==> src/rtl/sram_line_reader.sv <==
// sram_line_reader
// Read-only SRAM master for the frame buffer. Each accepted line request
// fetches LINE_WORDS consecutive 16-bit words into a first-word-fall-through
// FIFO that the pixel side drains. The SRAM pins are shared with the draw
// engine through an external arbiter (bus_req / bus_gnt).
module sram_line_reader #(
    parameter int          LINE_WORDS  = 320,
    parameter logic [19:0] BASE_ADDR   = 20'h00000,
    parameter int          READ_CYCLES = 2,
    parameter int          FIFO_DEPTH  = 16
) (
    input  logic                        Clk,
    input  logic                        Reset,
    input  logic                        line_start,
    input  logic [9:0]                  line_num,
    input  logic                        fifo_pop,
    output logic [15:0]                 fifo_data,
    output logic                        fifo_empty,
    output logic [$clog2(FIFO_DEPTH):0] fifo_count,
    output logic                        busy,
    output logic                        err_overrun,
    output logic                        err_underflow,
    output logic                        bus_req,
    input  logic                        bus_gnt,
    output logic                        CE,
    output logic                        UB,
    output logic                        LB,
    output logic                        OE,
    output logic                        WE,
    output logic [19:0]                 ADDR,
    input  logic [15:0]                 Data_from_SRAM
);

    localparam int PTR_W = $clog2(FIFO_DEPTH);
    localparam int CNT_W = PTR_W + 1;
    localparam int CYC_W = (READ_CYCLES > 1) ? $clog2(READ_CYCLES) : 1;

    localparam logic [9:0]       LAST_WORD  = 10'(LINE_WORDS - 1);
    localparam logic [CYC_W-1:0] LAST_CYC   = CYC_W'(READ_CYCLES - 1);
    localparam logic [CNT_W-1:0] FULL_CNT   = CNT_W'(FIFO_DEPTH);
    localparam logic [CNT_W-1:0] ALMOST_CNT = CNT_W'(FIFO_DEPTH - 1);

    typedef enum logic [1:0] {
        IDLE,
        REQ,
        READ,
        WAIT_SPACE
    } state_t;

    state_t             state, state_nxt;
    logic [9:0]         word_idx, word_idx_nxt;
    logic [CYC_W-1:0]   cyc_cnt, cyc_cnt_nxt;
    logic [19:0]        line_base, line_base_nxt;
    logic               flush;
    logic               push;

    logic               busy_nxt;
    logic               bus_req_nxt;
    logic               strobe_n, strobe_n_nxt;
    logic [19:0]        addr_nxt;

    logic [15:0]        mem [FIFO_DEPTH];
    logic [PTR_W-1:0]   wr_ptr, rd_ptr;
    logic               pop_ok;
    logic               push_ok;
    logic               full_after_push;

    // FIFO status seen by the FSM and the consumer.
    assign fifo_empty      = (fifo_count == '0);
    assign pop_ok          = fifo_pop && !fifo_empty;
    assign push_ok         = push && (fifo_count != FULL_CNT);
    assign full_after_push = (fifo_count == ALMOST_CNT) && !pop_ok;
    assign fifo_data       = fifo_empty ? 16'h0000 : mem[rd_ptr];

    // All four read strobes move together; the bus is never driven.
    assign CE = strobe_n;
    assign UB = strobe_n;
    assign LB = strobe_n;
    assign OE = strobe_n;
    assign WE = 1'b1;

    // Next-state logic; registered outputs are derived from the next state.
    // NOTE: every signal gets a default first so no path leaves a value
    // unassigned, which would otherwise infer a latch.
    always_comb begin
        state_nxt     = state;
        word_idx_nxt  = word_idx;
        cyc_cnt_nxt   = cyc_cnt;
        line_base_nxt = line_base;
        flush         = 1'b0;
        push          = 1'b0;

        case (state)
            IDLE: begin
                if (line_start) begin
                    state_nxt     = REQ;
                    line_base_nxt = BASE_ADDR + 20'(line_num) * 20'(LINE_WORDS);
                    word_idx_nxt  = '0;
                    flush         = 1'b1;
                end
            end
            REQ: begin
                if (bus_gnt) begin
                    state_nxt   = READ;
                    cyc_cnt_nxt = '0;
                end
            end
            READ: begin
                if (!bus_gnt) begin
                    // Grant lost: drop this word and re-request it.
                    state_nxt = REQ;
                end else if (cyc_cnt == LAST_CYC) begin
                    push = 1'b1;
                    if (word_idx == LAST_WORD) begin
                        state_nxt = IDLE;
                    end else begin
                        word_idx_nxt = word_idx + 10'd1;
                        cyc_cnt_nxt  = '0;
                        state_nxt    = full_after_push ? WAIT_SPACE : READ;
                    end
                end else begin
                    cyc_cnt_nxt = cyc_cnt + CYC_W'(1);
                end
            end
            WAIT_SPACE: begin
                if (fifo_count < FULL_CNT) begin
                    state_nxt = REQ;
                end
            end
            default: state_nxt = IDLE;
        endcase

        busy_nxt     = (state_nxt != IDLE);
        bus_req_nxt  = (state_nxt == REQ) || (state_nxt == READ);
        strobe_n_nxt = (state_nxt != READ);
        addr_nxt     = ADDR;
        if (state_nxt == READ) begin
            addr_nxt = line_base_nxt + {10'd0, word_idx_nxt};
        end
    end

    // FSM state and fetch bookkeeping.
    // NOTE: clocked state uses non-blocking assignments so every flop samples
    // the pre-edge values regardless of statement order.
    always_ff @(posedge Clk) begin
        if (Reset) begin
            state     <= IDLE;
            word_idx  <= '0;
            cyc_cnt   <= '0;
            line_base <= '0;
        end else begin
            state     <= state_nxt;
            word_idx  <= word_idx_nxt;
            cyc_cnt   <= cyc_cnt_nxt;
            line_base <= line_base_nxt;
        end
    end

    // Registered bus-side outputs.
    always_ff @(posedge Clk) begin
        if (Reset) begin
            busy     <= 1'b0;
            bus_req  <= 1'b0;
            strobe_n <= 1'b1;
            ADDR     <= '0;
        end else begin
            busy     <= busy_nxt;
            bus_req  <= bus_req_nxt;
            strobe_n <= strobe_n_nxt;
            ADDR     <= addr_nxt;
        end
    end

    // FIFO pointers and occupancy; a new line flushes any leftover words.
    always_ff @(posedge Clk) begin
        if (Reset || flush) begin
            wr_ptr     <= '0;
            rd_ptr     <= '0;
            fifo_count <= '0;
        end else begin
            if (push_ok) begin
                wr_ptr <= wr_ptr + PTR_W'(1);
            end
            if (pop_ok) begin
                rd_ptr <= rd_ptr + PTR_W'(1);
            end
            case ({push_ok, pop_ok})
                2'b10:   fifo_count <= fifo_count + CNT_W'(1);
                2'b01:   fifo_count <= fifo_count - CNT_W'(1);
                default: fifo_count <= fifo_count;
            endcase
        end
    end

    // FIFO storage written with the word sampled on the last read cycle.
    // NOTE: the storage array has no reset; occupancy is tracked by the
    // pointers and fifo_data is forced to zero while empty.
    always_ff @(posedge Clk) begin
        if (push_ok) begin
            mem[wr_ptr] <= Data_from_SRAM;
        end
    end

    // Sticky error flags, cleared only by reset.
    always_ff @(posedge Clk) begin
        if (Reset) begin
            err_overrun   <= 1'b0;
            err_underflow <= 1'b0;
        end else begin
            if (line_start && (state != IDLE)) begin
                err_overrun <= 1'b1;
            end
            if (fifo_pop && fifo_empty) begin
                err_underflow <= 1'b1;
            end
        end
    end

endmodule

==> config.mk <==
export PLATFORM = sky130hd
export DESIGN_NAME = sram_line_reader
export DESIGN_NICKNAME = d
export VERILOG_FILES = /design/src/rtl/sram_line_reader.sv
export SDC_FILE = /design/constraint.sdc
export NUM_CORES = 1
export LEC_CHECK = 0
export ABC_AREA = 0
export ABC_CLOCK_PERIOD_IN_PS = 7500
export BUFFER_PORTS_ARGS = -buffer_cell sky130_fd_sc_hd__buf_2
export CORE_MARGIN = 5
export CORE_UTILIZATION = 35
export CTS_CLUSTER_DIAMETER = 150
export DETAILED_ROUTE_END_ITERATION = 10
export PLACE_DENSITY_LB_ADDON = 0.12
export SLEW_MARGIN = 20
export SYNTH_ARGS = -nofsm -noshare
export SYNTH_HDL_FRONTEND = slang
export SYNTH_SLANG_ARGS = --single-unit
==> constraint.sdc <==
create_clock -name Clk -period 7.5 [get_ports Clk]
set_clock_uncertainty 0.15 [all_clocks]
set_input_delay 1.125 -clock Clk [delete_from_list [all_inputs] [get_ports Clk]]
set_output_delay 1.125 -clock Clk [all_outputs]
set_load 0.005 [all_outputs]
==> impl_metrics.xml, run 1 <==
<?xml version="1.0" encoding="UTF-8"?>
<metrics>
  <group name="outcome">
    <metric name="result_of_the_run" unit="">complete, no violations</metric>
  </group>
  <group name="die">
    <metric name="placement_rows" unit="">73</metric>
    <metric name="placeableCoreArea" unit="sq mm">0.03982</metric>
    <metric name="die_area" unit="sq mm">0.04438</metric>
    <metric name="chipWidth" unit="um">210.7</metric>
    <metric name="top_level_ports" unit="">82</metric>
    <metric name="dieHeight" unit="um">210.7</metric>
    <metric name="floorplan.initialDensity" unit="%">35.39</metric>
  </group>
  <group name="critical_path">
    <metric name="timing.critical_path.buf_inv" unit="">1</metric>
    <metric name="critical_path.max_fanout" unit="">7</metric>
    <metric name="critPathTopFamily" unit="">simple AND/OR/NAND/NOR gates</metric>
    <metric name="worst_path_max_delay_cell" unit="">nor3_1</metric>
    <metric name="worstPathCellList" unit="">buf_2, nand2b_1, nor3_1, nand4_1, nand3_1, o21ai_0, ha_1, o21ai_0, o211ai_1, nand3_1, a211oi_1, or4b_4, or3_1, a311oi_1</metric>
    <metric name="required_time_of_the_critical_path" unit="ps">7780</metric>
    <metric name="endpoint_kind" unit="">flop</metric>
    <metric name="critical_path_arrival" unit="ps">5110</metric>
    <metric name="critical_path_class" unit="">input port to flop</metric>
    <metric name="max_stage_delay" unit="ps">680</metric>
    <metric name="crit_path_start_kind" unit="">input port</metric>
  </group>
  <group name="timing">
    <metric name="slew_headroom" unit="%">37.15</metric>
    <metric name="final.setup.tns" unit="ps">0</metric>
    <metric name="setup_repair_after_global_routing_missed_its_margin" unit="">no</metric>
    <metric name="setup_viol_count_final" unit="">0</metric>
    <metric name="final_min_period_over_clock_period" unit="%">64.37</metric>
    <metric name="fmax" unit="MHz">207.1</metric>
    <metric name="timing.final.max_slew_violations" unit="">0</metric>
    <metric name="worstMarginPinSlew" unit="ps">937.7</metric>
    <metric name="final.min_clock_period" unit="ps">4828</metric>
    <metric name="finalHoldViolCount" unit="">0</metric>
    <metric name="worst_slack" unit="ps">2672</metric>
  </group>
  <group name="synthesis">
    <metric name="synth_cells" unit="">905</metric>
    <metric name="async_reset_ff_share" unit="%">0</metric>
    <metric name="synth_top_cell_area_share" unit="%">54.55</metric>
    <metric name="yosys-top-cells-area" unit="">edfxtp_1, mux4_2, dfxtp_1</metric>
    <metric name="syn-mean-instance-area" unit="sq um">15.57</metric>
    <metric name="number_of_distinct_library_cell_variants_in_the_gate_level_netlist_after_synthesis" unit="">67</metric>
    <metric name="synth-edff-count" unit="">256</metric>
    <metric name="synth-seq-cells" unit="">331</metric>
    <metric name="synth_sequential_area_ratio" unit="%">65.20</metric>
    <metric name="ys.flop_type" unit="">edfxtp_1</metric>
    <metric name="ys_warn_count" unit="">0</metric>
    <metric name="synth.net_count" unit="">977</metric>
    <metric name="syn_area" unit="sq mm">0.01409</metric>
    <metric name="synth_top_area_cell" unit="">edfxtp_1</metric>
  </group>
  <group name="cts">
    <metric name="clk-insertion-delay-late" unit="ps">530</metric>
    <metric name="tritoncts" unit="">yes</metric>
    <metric name="clock_sinks" unit="">331</metric>
    <metric name="cts.repair_timing.setup_buffer_count" unit="">0</metric>
    <metric name="cts_repair_resize_count" unit="">0</metric>
    <metric name="cts-buffers-inserted" unit="">38</metric>
    <metric name="cts-htree-levels" unit="">2</metric>
    <metric name="cts_max_path_buffers" unit="">3</metric>
    <metric name="cts_hold_repair.buffers" unit="">0</metric>
    <metric name="clock_tree.root_cell" unit="">clkbuf_16</metric>
    <metric name="clk_pin_slew" unit="ps">60</metric>
  </group>
  <group name="route">
    <metric name="post_dr_vias_cell" unit="">5.138</metric>
    <metric name="routedWlPerCell" unit="um">21.23</metric>
    <metric name="drt-initial-drc-count" unit="">504</metric>
    <metric name="antenna_violating_nets_post_route" unit="">0</metric>
    <metric name="remaining_drc_errors" unit="">0</metric>
    <metric name="drt-total-wl" unit="mm">32.97</metric>
    <metric name="count_of_tritonroute_iterations_in_the_first_routing_pass" unit="">4</metric>
    <metric name="detailroute.via_count" unit="">7980</metric>
  </group>
  <group name="placement">
    <metric name="dp_hpwl" unit="mm">19.90</metric>
    <metric name="post-place-ws" unit="ps">2112</metric>
    <metric name="routabilityCongestion" unit="">0.7686</metric>
    <metric name="port-buffer-count" unit="">80</metric>
  </group>
  <group name="power_and_ir_drop">
    <metric name="worst_vdd_drop" unit="mV">0.1742</metric>
    <metric name="pwr_density" unit="mW/mm^2">240.1</metric>
    <metric name="p_leak" unit="nW">5.560</metric>
    <metric name="total_power" unit="mW">3.941</metric>
  </group>
  <group name="finish">
    <metric name="fraction_of_final_layout_cells_with_drive_strength_greater_than_1" unit="%">25.58</metric>
    <metric name="antenna-diode-count" unit="">0</metric>
    <metric name="area_growth_syn_to_layout" unit="%">16.49</metric>
    <metric name="commonest_cells_after_routing_fill_and_taps_aside" unit="">edfxtp_1, mux4_2, buf_2, dfxtp_1, nor2_1</metric>
    <metric name="finish.net_count" unit="">1078</metric>
    <metric name="final_common_cell" unit="">edfxtp_1</metric>
  </group>
  <group name="job">
    <metric name="maxCapViolations" unit="">0</metric>
  </group>
  <group name="grt">
    <metric name="first_global_vias" unit="">8134</metric>
    <metric name="antenna_violations_before_repair" unit="">2</metric>
    <metric name="grt_first_pass_wirelength" unit="mm">49.88</metric>
    <metric name="grt-ovfl-total" unit="">0</metric>
    <metric name="grt_start_max_net_pins" unit="">53</metric>
    <metric name="globalRouteTotalUtil" unit="%">14.74</metric>
  </group>
  <group name="hold_path">
    <metric name="timing.hold.worst.class" unit="">flop to flop</metric>
  </group>
</metrics>
[report_power, final]
| part | total, mW | switching (mW) | internal [mW] |
|---|---|---|---|
| Combinational | 0.171 | 0.110 | 0.0609 |
| Clock | 1.78 | 0.716 | 1.06 |
| Sequential | 1.99 | 0.00858 | 1.99 |
| Total | 3.94 | 0.835 | 3.11 |
[layout make-up]
class / instances / area [sq um]
sequential: 331 / 9194
clock inverter: 14 / 161.4
timing repair buffer: 107 / 623.1
fill: 3720 / 23410
multi-input combinational: 506 / 4679
inverter: 22 / 82.58
clock buffer: 48 / 1018
tap: 525 / 656.9
[routing by layer]
layer	share of wire, %	track usage (%)	wire (um)
met5	0.064	0	21
met1	43	19.15	14220
met4	1.8	3.532	599
met3	4.0	2.718	1329
met2	51	25.78	16800
[stage by stage]
| stage | instances | utilization (%) | instance area (sq um) | hold slack, ps |
|---|---|---|---|---|
| after floorplan | 905 | - | 14090 | 270.9 |
| after global placement | 1490 | 38.18 | 15210 | 285.6 |
| after detailed placement | 1490 | 38.18 | 15210 | 291.6 |
| after CTS | 1552 | 41.15 | 16390 | 307.9 |
| after global routing | 1553 | 41.22 | 16420 | 319.0 |
| final | 1553 | 41.22 | 16420 | 304.1 |
[logic make-up after synthesis]
family                     Yosys count  share of synthesized area, %
muxes                               99                         14.15
and+or+nand+nor                    232                         8.302
DFF                                331                         65.20
buffers and inverters               68                         1.980
other                                1                       0.02661
xor gates and xnor gates            24                         1.492
AOI/OAI and AO/OA                  109                         5.043
adders and majority gates           41                         3.800
[synthesized netlist by cell type (all sizes together) (13+ instances only)]
cell and instances:
nor2 79, nor3 14, buf 22, dfxtp 75, clkbuf 24, o21ai 19, nor2b 34, and2 13
mux2i 17, a21oi 35, xnor2 14, mux4 80, ha 38, inv 22, nand2 40, edfxtp 256
[state kept, by name, indices dropped and copies added (netlist names), named ones only]
register,flops
ADDR,20
CE,1
bus_req,1
busy,1
cyc_cnt,1
err_overrun,1
err_underflow,1
fifo_count,5
line_base,20
mem,256
rd_ptr,4
state,2
word_idx,10
wr_ptr,4
[worst paths after layout]
| path | depth (start not counted) | startpoint | slack, ps | endpoint |
|---|---|---|---|---|
| hold reg to reg | 1 | line_base[5] | 300 | line_base[5] |
| setup / recovery | 14 | bus_gnt | 2670 | ADDR[19] |
| setup reg to reg | 14 | word_idx[6] | 2790 | ADDR[19] |
| hold / removal | 1 | line_base[5] | 300 | line_base[5] |
Power figures use the tool's default switching activity.
==> inputs of run 2 (changes only) <==
--- a/config.mk
+++ b/config.mk
@@ -6,7 +6,7 @@
 export NUM_CORES = 1
 export LEC_CHECK = 0
 export ABC_AREA = 0
-export ABC_CLOCK_PERIOD_IN_PS = 7500
+export ABC_CLOCK_PERIOD_IN_PS = 4600
 export BUFFER_PORTS_ARGS = -buffer_cell sky130_fd_sc_hd__buf_2
 export CORE_MARGIN = 5
 export CORE_UTILIZATION = 35
==> constraint.sdc (replaced) <==
create_clock -name Clk -period 4.6 [get_ports Clk]
set_clock_uncertainty 0.15 [all_clocks]
set_input_delay 0.69 -clock Clk [delete_from_list [all_inputs] [get_ports Clk]]
set_output_delay 0.69 -clock Clk [all_outputs]
set_load 0.005 [all_outputs]
==> run 2 against run 1 <==
  * Total power rose by 60%
  * First-iteration DRC count is 8.1% higher
  * Die area did not move
  * Non-clock buffer count up 12
  * Clock power rose by 54%
  * Via count decreased by 0.58%
  * Register-to-register slack worse by 2500 ps
  * Routed wire length increased by 1.0%
  * Largest cell class unchanged
==> impl_metrics.xml, run 2 (same netlist as run 1, synthesis figures left out) <==
<?xml version="1.0" encoding="UTF-8"?>
<metrics>
  <group name="route">
    <metric name="routedWlPerCell" unit="um">21.24</metric>
    <metric name="remaining_drc_errors" unit="">0</metric>
    <metric name="detailroute.via_count" unit="">7934</metric>
    <metric name="drt-initial-drc-count" unit="">545</metric>
    <metric name="antenna_violating_nets_post_route" unit="">0</metric>
    <metric name="drt-total-wl" unit="mm">33.31</metric>
    <metric name="count_of_tritonroute_iterations_in_the_first_routing_pass" unit="">6</metric>
    <metric name="post_dr_vias_cell" unit="">5.060</metric>
  </group>
  <group name="finish">
    <metric name="top_regs" unit="">mem x256, ADDR x20, line_base x20</metric>
    <metric name="area_growth_syn_to_layout" unit="%">16.98</metric>
    <metric name="antenna-diode-count" unit="">0</metric>
    <metric name="regMostFlops" unit="">mem</metric>
    <metric name="post-route-util" unit="%">41.39</metric>
    <metric name="commonest_cells_after_routing_fill_and_taps_aside" unit="">edfxtp_1, mux4_2, buf_2, dfxtp_1, nor2_1</metric>
    <metric name="number_of_flip_flops_under_the_largest_register_name" unit="">256</metric>
    <metric name="finish.net_count" unit="">1090</metric>
    <metric name="design_area" unit="sq mm">0.01648</metric>
    <metric name="final_common_cell" unit="">edfxtp_1</metric>
    <metric name="fraction_of_final_layout_cells_with_drive_strength_greater_than_1" unit="%">26.46</metric>
  </group>
  <group name="power_and_ir_drop">
    <metric name="sequentialPowerShare" unit="%">51.6</metric>
    <metric name="netSwitchingPower" unit="mW">1.363</metric>
    <metric name="switching_share" unit="%">21.67</metric>
    <metric name="worst_vdd_drop" unit="mV">0.2814</metric>
    <metric name="power.share.clock" unit="%">43.7</metric>
    <metric name="power.share.combinational" unit="%">4.7</metric>
    <metric name="internal_power" unit="mW">4.927</metric>
    <metric name="p_leak" unit="nW">5.594</metric>
    <metric name="pwr_density" unit="mW/mm^2">381.6</metric>
  </group>
  <group name="grt">
    <metric name="globalRouteTotalUtil" unit="%">14.98</metric>
    <metric name="antenna_violations_before_repair" unit="">3</metric>
    <metric name="first_global_vias" unit="">8258</metric>
    <metric name="grt-ovfl-total" unit="">0</metric>
    <metric name="grt_start_max_net_pins" unit="">45</metric>
    <metric name="grt_first_pass_wirelength" unit="mm">50.94</metric>
  </group>
  <group name="hold_path">
    <metric name="min_delay_worst_endpoint" unit="">line_base[0]</metric>
    <metric name="whs_path_depth" unit="">1</metric>
    <metric name="timing.hold.worst.class" unit="">flop to flop</metric>
    <metric name="hold_start" unit="">line_base[0]</metric>
  </group>
  <group name="die">
    <metric name="floorplan.initialDensity" unit="%">35.39</metric>
    <metric name="chipWidth" unit="um">210.7</metric>
    <metric name="placement_rows" unit="">73</metric>
    <metric name="top_level_ports" unit="">82</metric>
    <metric name="dieHeight" unit="um">210.7</metric>
    <metric name="die_area" unit="sq mm">0.04438</metric>
    <metric name="placeableCoreArea" unit="sq mm">0.03982</metric>
  </group>
  <group name="cts">
    <metric name="tritoncts" unit="">yes</metric>
    <metric name="cts-buffers-inserted" unit="">38</metric>
    <metric name="clock_sinks" unit="">331</metric>
    <metric name="cts-htree-levels" unit="">2</metric>
    <metric name="clk-insertion-delay-late" unit="ps">520</metric>
    <metric name="cts_max_path_buffers" unit="">3</metric>
    <metric name="cts.repair_timing.setup_buffer_count" unit="">0</metric>
    <metric name="clock_tree.root_cell" unit="">clkbuf_16</metric>
    <metric name="clk_pin_slew" unit="ps">60</metric>
  </group>
  <group name="timing">
    <metric name="final_min_period_over_clock_period" unit="%">93.33</metric>
    <metric name="worstMarginPinSlew" unit="ps">872.4</metric>
    <metric name="setup_repair_after_global_routing_missed_its_margin" unit="">no</metric>
    <metric name="slew_headroom" unit="%">41.53</metric>
    <metric name="finalHoldViolCount" unit="">0</metric>
    <metric name="worst_slack" unit="ps">306.7</metric>
    <metric name="fmax" unit="MHz">232.9</metric>
    <metric name="final.min_clock_period" unit="ps">4293</metric>
    <metric name="final.setup.tns" unit="ps">0</metric>
    <metric name="timing.final.max_slew_violations" unit="">0</metric>
    <metric name="setup_viol_count_final" unit="">0</metric>
  </group>
  <group name="critical_path">
    <metric name="critical_path.max_fanout" unit="">6</metric>
    <metric name="required_time_of_the_critical_path" unit="ps">4890</metric>
    <metric name="crit_path_start_kind" unit="">flop</metric>
    <metric name="endpoint_kind" unit="">flop</metric>
    <metric name="crit-reg2reg-launch" unit="">word_idx[8]</metric>
    <metric name="regToRegEndpoint" unit="">ADDR[19]</metric>
    <metric name="critical_path_class" unit="">flop to flop</metric>
    <metric name="reg2regPathDepth" unit="">14</metric>
    <metric name="critical_path_arrival" unit="ps">4580</metric>
    <metric name="regToRegSetupSlack" unit="ps">310</metric>
  </group>
  <group name="placement">
    <metric name="routabilityCongestion" unit="">0.8074</metric>
    <metric name="post-place-ws" unit="ps">10.90</metric>
    <metric name="dp_hpwl" unit="mm">20.58</metric>
    <metric name="port-buffer-count" unit="">80</metric>
    <metric name="placed_cell_area" unit="sq mm">0.01535</metric>
  </group>
  <group name="job">
    <metric name="maxCapViolations" unit="">0</metric>
  </group>
  <group name="outcome">
    <metric name="result_of_the_run" unit="">complete, no violations</metric>
  </group>
</metrics>
[run 2: cell type report]
| class | count | area [sq um] |
|---|---|---|
| fill | 3713 | 23340 |
| sequential | 331 | 9194 |
| multi-input combinational | 506 | 4692 |
| clock buffer | 50 | 996.0 |
| timing repair buffer | 119 | 743.2 |
| tap | 525 | 656.9 |
| clock inverter | 15 | 120.1 |
| inverter | 22 | 82.58 |
[run 2: per-stage QoR]
stage | hold slack [ps] | power, mW | cells
after floorplan | 270.9 | 3.485 | 905
after global placement | 281.2 | 3.606 | 1503
after detailed placement | 285.1 | 3.608 | 1503
after CTS | 292.5 | 6.377 | 1568
after global routing | 325.0 | 6.524 | 1568
final | 304.7 | 6.290 | 1568
[run 2: worst max path at each step]
stage                      startpoint  endpoint  slack (ps)  depth (start not counted)
after floorplan            line_start  ADDR[19]         280                         14
after global placement        bus_gnt  ADDR[19]          30                         14
after detailed placement      bus_gnt  ADDR[19]          10                         14
after CTS                 word_idx[0]  ADDR[19]         180                         15
after global routing      word_idx[8]  ADDR[19]          10                         14
final                     word_idx[8]  ADDR[19]         310                         14
[run 2: what timing repair did]
item                       CTS  global route
hold buffers                 0             0
setup endpoints to repair    0             3
gates resized for setup      0             3
[run 2: routing by layer]
metal	track usage (%)	wire (um)	up-vias
met5	0	21	-
met2	26.21	16890	144
met1	19.57	14320	4010
li1	-	-	3715
met3	2.569	1335	61
met4	3.644	734	4
[run 2: critical path, cell delays in order, from the launching register on]
cell and delay (ps):
dfxtp_1 410, or4b_2 660, nor3_2 260, nor3_2 120
mux2_2 280, nand2_1 140, inv_1 60, ha_1 290
a211oi_1 100, o211ai_1 240, nand3_1 150, a211oi_2 250
or4b_4 490, or3_1 370, a311oi_1 240
[run 2: power groups by stage]
stage / sequential [mW] / clock, mW / combinational [mW]
2_1_floorplan: 3.31 / 0 / 0.174
3_3_place_gp: 3.31 / 0 / 0.296
3_5_place_dp: 3.31 / 0 / 0.297
4_1_cts: 3.25 / 2.83 / 0.298
5_1_grt: 3.25 / 2.95 / 0.331
6_report: 3.25 / 2.75 / 0.294
==> inputs of run 3 (changes only) <==
--- a/config.mk
+++ b/config.mk
@@ -8,6 +8,7 @@
 export ABC_AREA = 0
 export ABC_CLOCK_PERIOD_IN_PS = 4600
 export BUFFER_PORTS_ARGS = -buffer_cell sky130_fd_sc_hd__buf_2
+export CORE_ASPECT_RATIO = 0.9
 export CORE_MARGIN = 5
 export CORE_UTILIZATION = 35
 export CTS_CLUSTER_DIAMETER = 150
==> run 3 against run 2 <==
  * Critical path depth decreased by 1
  * Combinational power about the same
  * Sequential power barely moved
  * Hold slack got worse by 35 ps
  * Total power is 2.5% higher
  * Worst setup slack better by 72 ps
  * Critical path type unchanged
  * Largest cell class unchanged
==> impl_metrics.xml, run 3 (same netlist as run 1, synthesis figures left out) <==
<?xml version="1.0" encoding="UTF-8"?>
<metrics>
  <group name="job">
    <metric name="maxCapViolations" unit="">0</metric>
  </group>
  <group name="critical_path">
    <metric name="crit-reg2reg-launch" unit="">word_idx[9]</metric>
    <metric name="regToRegEndpoint" unit="">ADDR[19]</metric>
    <metric name="required_time_of_the_critical_path" unit="ps">4910</metric>
    <metric name="reg2regPathDepth" unit="">13</metric>
    <metric name="critical_path.startpoint" unit="">word_idx[9]</metric>
    <metric name="critical_path_class" unit="">flop to flop</metric>
    <metric name="crit_path_start_kind" unit="">flop</metric>
    <metric name="worstPathCellList" unit="">or4b_2, o31ai_1, nor2_1, a21oi_1, nor2_1, ha_1, o21a_1, o21a_1, nand3_1, a211oi_2, or4b_4, or3_1, a311oi_1</metric>
    <metric name="endpoint_kind" unit="">flop</metric>
    <metric name="regToRegSetupSlack" unit="ps">380</metric>
    <metric name="cp-endpoint" unit="">ADDR[19]</metric>
    <metric name="max_stage_delay" unit="ps">750</metric>
    <metric name="critical_path.max_fanout" unit="">4</metric>
    <metric name="critical_path_arrival" unit="ps">4540</metric>
    <metric name="worst_path_max_delay_cell" unit="">or4b_2</metric>
  </group>
  <group name="route">
    <metric name="routedWlPerCell" unit="um">21.03</metric>
    <metric name="remaining_drc_errors" unit="">0</metric>
    <metric name="drt-initial-drc-count" unit="">602</metric>
    <metric name="post_dr_vias_cell" unit="">5.037</metric>
    <metric name="antenna_violating_nets_post_route" unit="">0</metric>
    <metric name="drt-total-wl" unit="mm">33.31</metric>
    <metric name="count_of_tritonroute_iterations_in_the_first_routing_pass" unit="">5</metric>
    <metric name="detailroute.via_count" unit="">7979</metric>
  </group>
  <group name="power_and_ir_drop">
    <metric name="worst_vdd_drop" unit="mV">0.2641</metric>
    <metric name="power.share.clock" unit="%">45.1</metric>
    <metric name="total_power" unit="mW">6.448</metric>
    <metric name="sequentialPowerShare" unit="%">50.4</metric>
    <metric name="switching_share" unit="%">21.94</metric>
    <metric name="p_leak" unit="nW">5.677</metric>
    <metric name="power.share.combinational" unit="%">4.6</metric>
    <metric name="netSwitchingPower" unit="mW">1.415</metric>
    <metric name="internal_power" unit="mW">5.033</metric>
    <metric name="pwr_density" unit="mW/mm^2">388.2</metric>
  </group>
  <group name="finish">
    <metric name="area_growth_syn_to_layout" unit="%">17.87</metric>
    <metric name="final_common_cell" unit="">edfxtp_1</metric>
    <metric name="number_of_flip_flops_under_the_largest_register_name" unit="">256</metric>
    <metric name="antenna-diode-count" unit="">0</metric>
    <metric name="post-route-util" unit="%">41.92</metric>
    <metric name="fraction_of_final_layout_cells_with_drive_strength_greater_than_1" unit="%">27.19</metric>
    <metric name="commonest_cells_after_routing_fill_and_taps_aside" unit="">edfxtp_1, mux4_2, buf_2, dfxtp_1, nor2_1</metric>
    <metric name="finish.net_count" unit="">1095</metric>
    <metric name="layoutNonFillerInstCount" unit="">1584</metric>
    <metric name="top_regs" unit="">mem x256, ADDR x20, line_base x20</metric>
    <metric name="regMostFlops" unit="">mem</metric>
    <metric name="design_area" unit="sq mm">0.01661</metric>
  </group>
  <group name="cts">
    <metric name="cts-buffers-inserted" unit="">39</metric>
    <metric name="clk-insertion-delay-late" unit="ps">560</metric>
    <metric name="cts_hold_repair.buffers" unit="">0</metric>
    <metric name="cts_max_path_buffers" unit="">3</metric>
    <metric name="clock_sinks" unit="">331</metric>
    <metric name="clk_pin_slew" unit="ps">50</metric>
    <metric name="clock_tree.root_cell" unit="">clkbuf_16</metric>
    <metric name="cts-htree-levels" unit="">2</metric>
    <metric name="tritoncts" unit="">yes</metric>
  </group>
  <group name="die">
    <metric name="top_level_ports" unit="">82</metric>
    <metric name="chipWidth" unit="um">221.5</metric>
    <metric name="die_area" unit="sq mm">0.04438</metric>
    <metric name="dieHeight" unit="um">200.4</metric>
    <metric name="placement_rows" unit="">69</metric>
    <metric name="placeableCoreArea" unit="sq mm">0.03963</metric>
    <metric name="floorplan.initialDensity" unit="%">35.56</metric>
  </group>
  <group name="placement">
    <metric name="placed_cell_area" unit="sq mm">0.01536</metric>
    <metric name="post-place-ws" unit="ps">-119.0</metric>
    <metric name="post-place-cells" unit="">1513</metric>
    <metric name="dp_hpwl" unit="mm">21.08</metric>
    <metric name="routabilityCongestion" unit="">0.7718</metric>
    <metric name="port-buffer-count" unit="">80</metric>
  </group>
  <group name="timing">
    <metric name="finalHoldViolCount" unit="">0</metric>
    <metric name="slew_headroom" unit="%">53.42</metric>
    <metric name="final_min_period_over_clock_period" unit="%">91.77</metric>
    <metric name="worst_slack" unit="ps">378.6</metric>
    <metric name="timing.hold.ws" unit="ps">270.0</metric>
    <metric name="setup_repair_after_global_routing_missed_its_margin" unit="">no</metric>
    <metric name="setup_viol_count_final" unit="">0</metric>
    <metric name="final.min_clock_period" unit="ps">4221</metric>
    <metric name="fmax" unit="MHz">236.9</metric>
    <metric name="worstMarginPinSlew" unit="ps">694.5</metric>
    <metric name="timing.final.max_slew_violations" unit="">0</metric>
    <metric name="final.setup.tns" unit="ps">0</metric>
  </group>
  <group name="grt">
    <metric name="antenna_violations_before_repair" unit="">1</metric>
    <metric name="grt-ovfl-total" unit="">0</metric>
    <metric name="grt_first_pass_wirelength" unit="mm">51.58</metric>
    <metric name="globalRouteTotalUtil" unit="%">14.99</metric>
    <metric name="first_global_vias" unit="">8190</metric>
    <metric name="grt_start_max_net_pins" unit="">49</metric>
  </group>
  <group name="hold_path">
    <metric name="hold_start" unit="">fifo_pop</metric>
    <metric name="timing.hold.worst.class" unit="">input port to flop</metric>
  </group>
  <group name="outcome">
    <metric name="result_of_the_run" unit="">complete, no violations</metric>
  </group>
</metrics>
run 3: changes by cell type in the layout (fill, tap and decap cells not counted), moves of 2 or more:
cell      change
buf_4         +6
clkbuf_8      +6
clkbuf_1      +3
clkinv_1      -3
buf_12        -2
nor3_2        -2
nor3_4        +2
run 3: metal layers:
metal  part of all wire, %  GRT usage [%]  up-vias
li1                      -              -     3733
met1                    51          23.00     4061
met2                    44          22.33      135
met3                   3.7          2.400       48
met4                   1.8          3.918        2
met5                 0.039              0        -
run 3: worst max-delay path: cells and delay by family, from the launching register on:
kind                     cells  cell delay [ps]
flip-flops                   1              340
adder cells (fa/ha/maj)      1              320
AND/OR/NAND/NOR              6             1900
AO/OA/AOI/OAI                6             1420
run 3: area by class of cell:
type                            instances  area (sq um)
Fill cell                            3566         23020
Sequential cell                       331          9195
Multi-Input combinational cell        506          4705
Clock buffer                           60          1115
Timing Repair Buffer                  123         748.2
Tap cell                              532         665.6
Clock inverter                         10         100.1
Inverter                               22         82.58
run 3: worst min path at each step:
stage | end | cells after the start
global route | line_base[6] | 3
global placement | line_base[4] | 1
finish | err_underflow | 3
floorplan | line_base[0] | 1
CTS | err_underflow | 3
detailed placement | line_base[2] | 1
run 3: power by group through the flow:
stage	Sequential [mW]	Clock, mW	Combinational (mW)
2_1_floorplan	3.31	0	0.174
3_3_place_gp	3.31	0	0.297
3_5_place_dp	3.31	0	0.296
4_1_cts	3.25	3.00	0.297
5_1_grt	3.25	3.13	0.331
6_report	3.25	2.91	0.296
run 3: repair_timing:
action	CTS	global route
gates resized for setup	0	6
setup endpoints to repair	0	4
buffers inserted	0	1
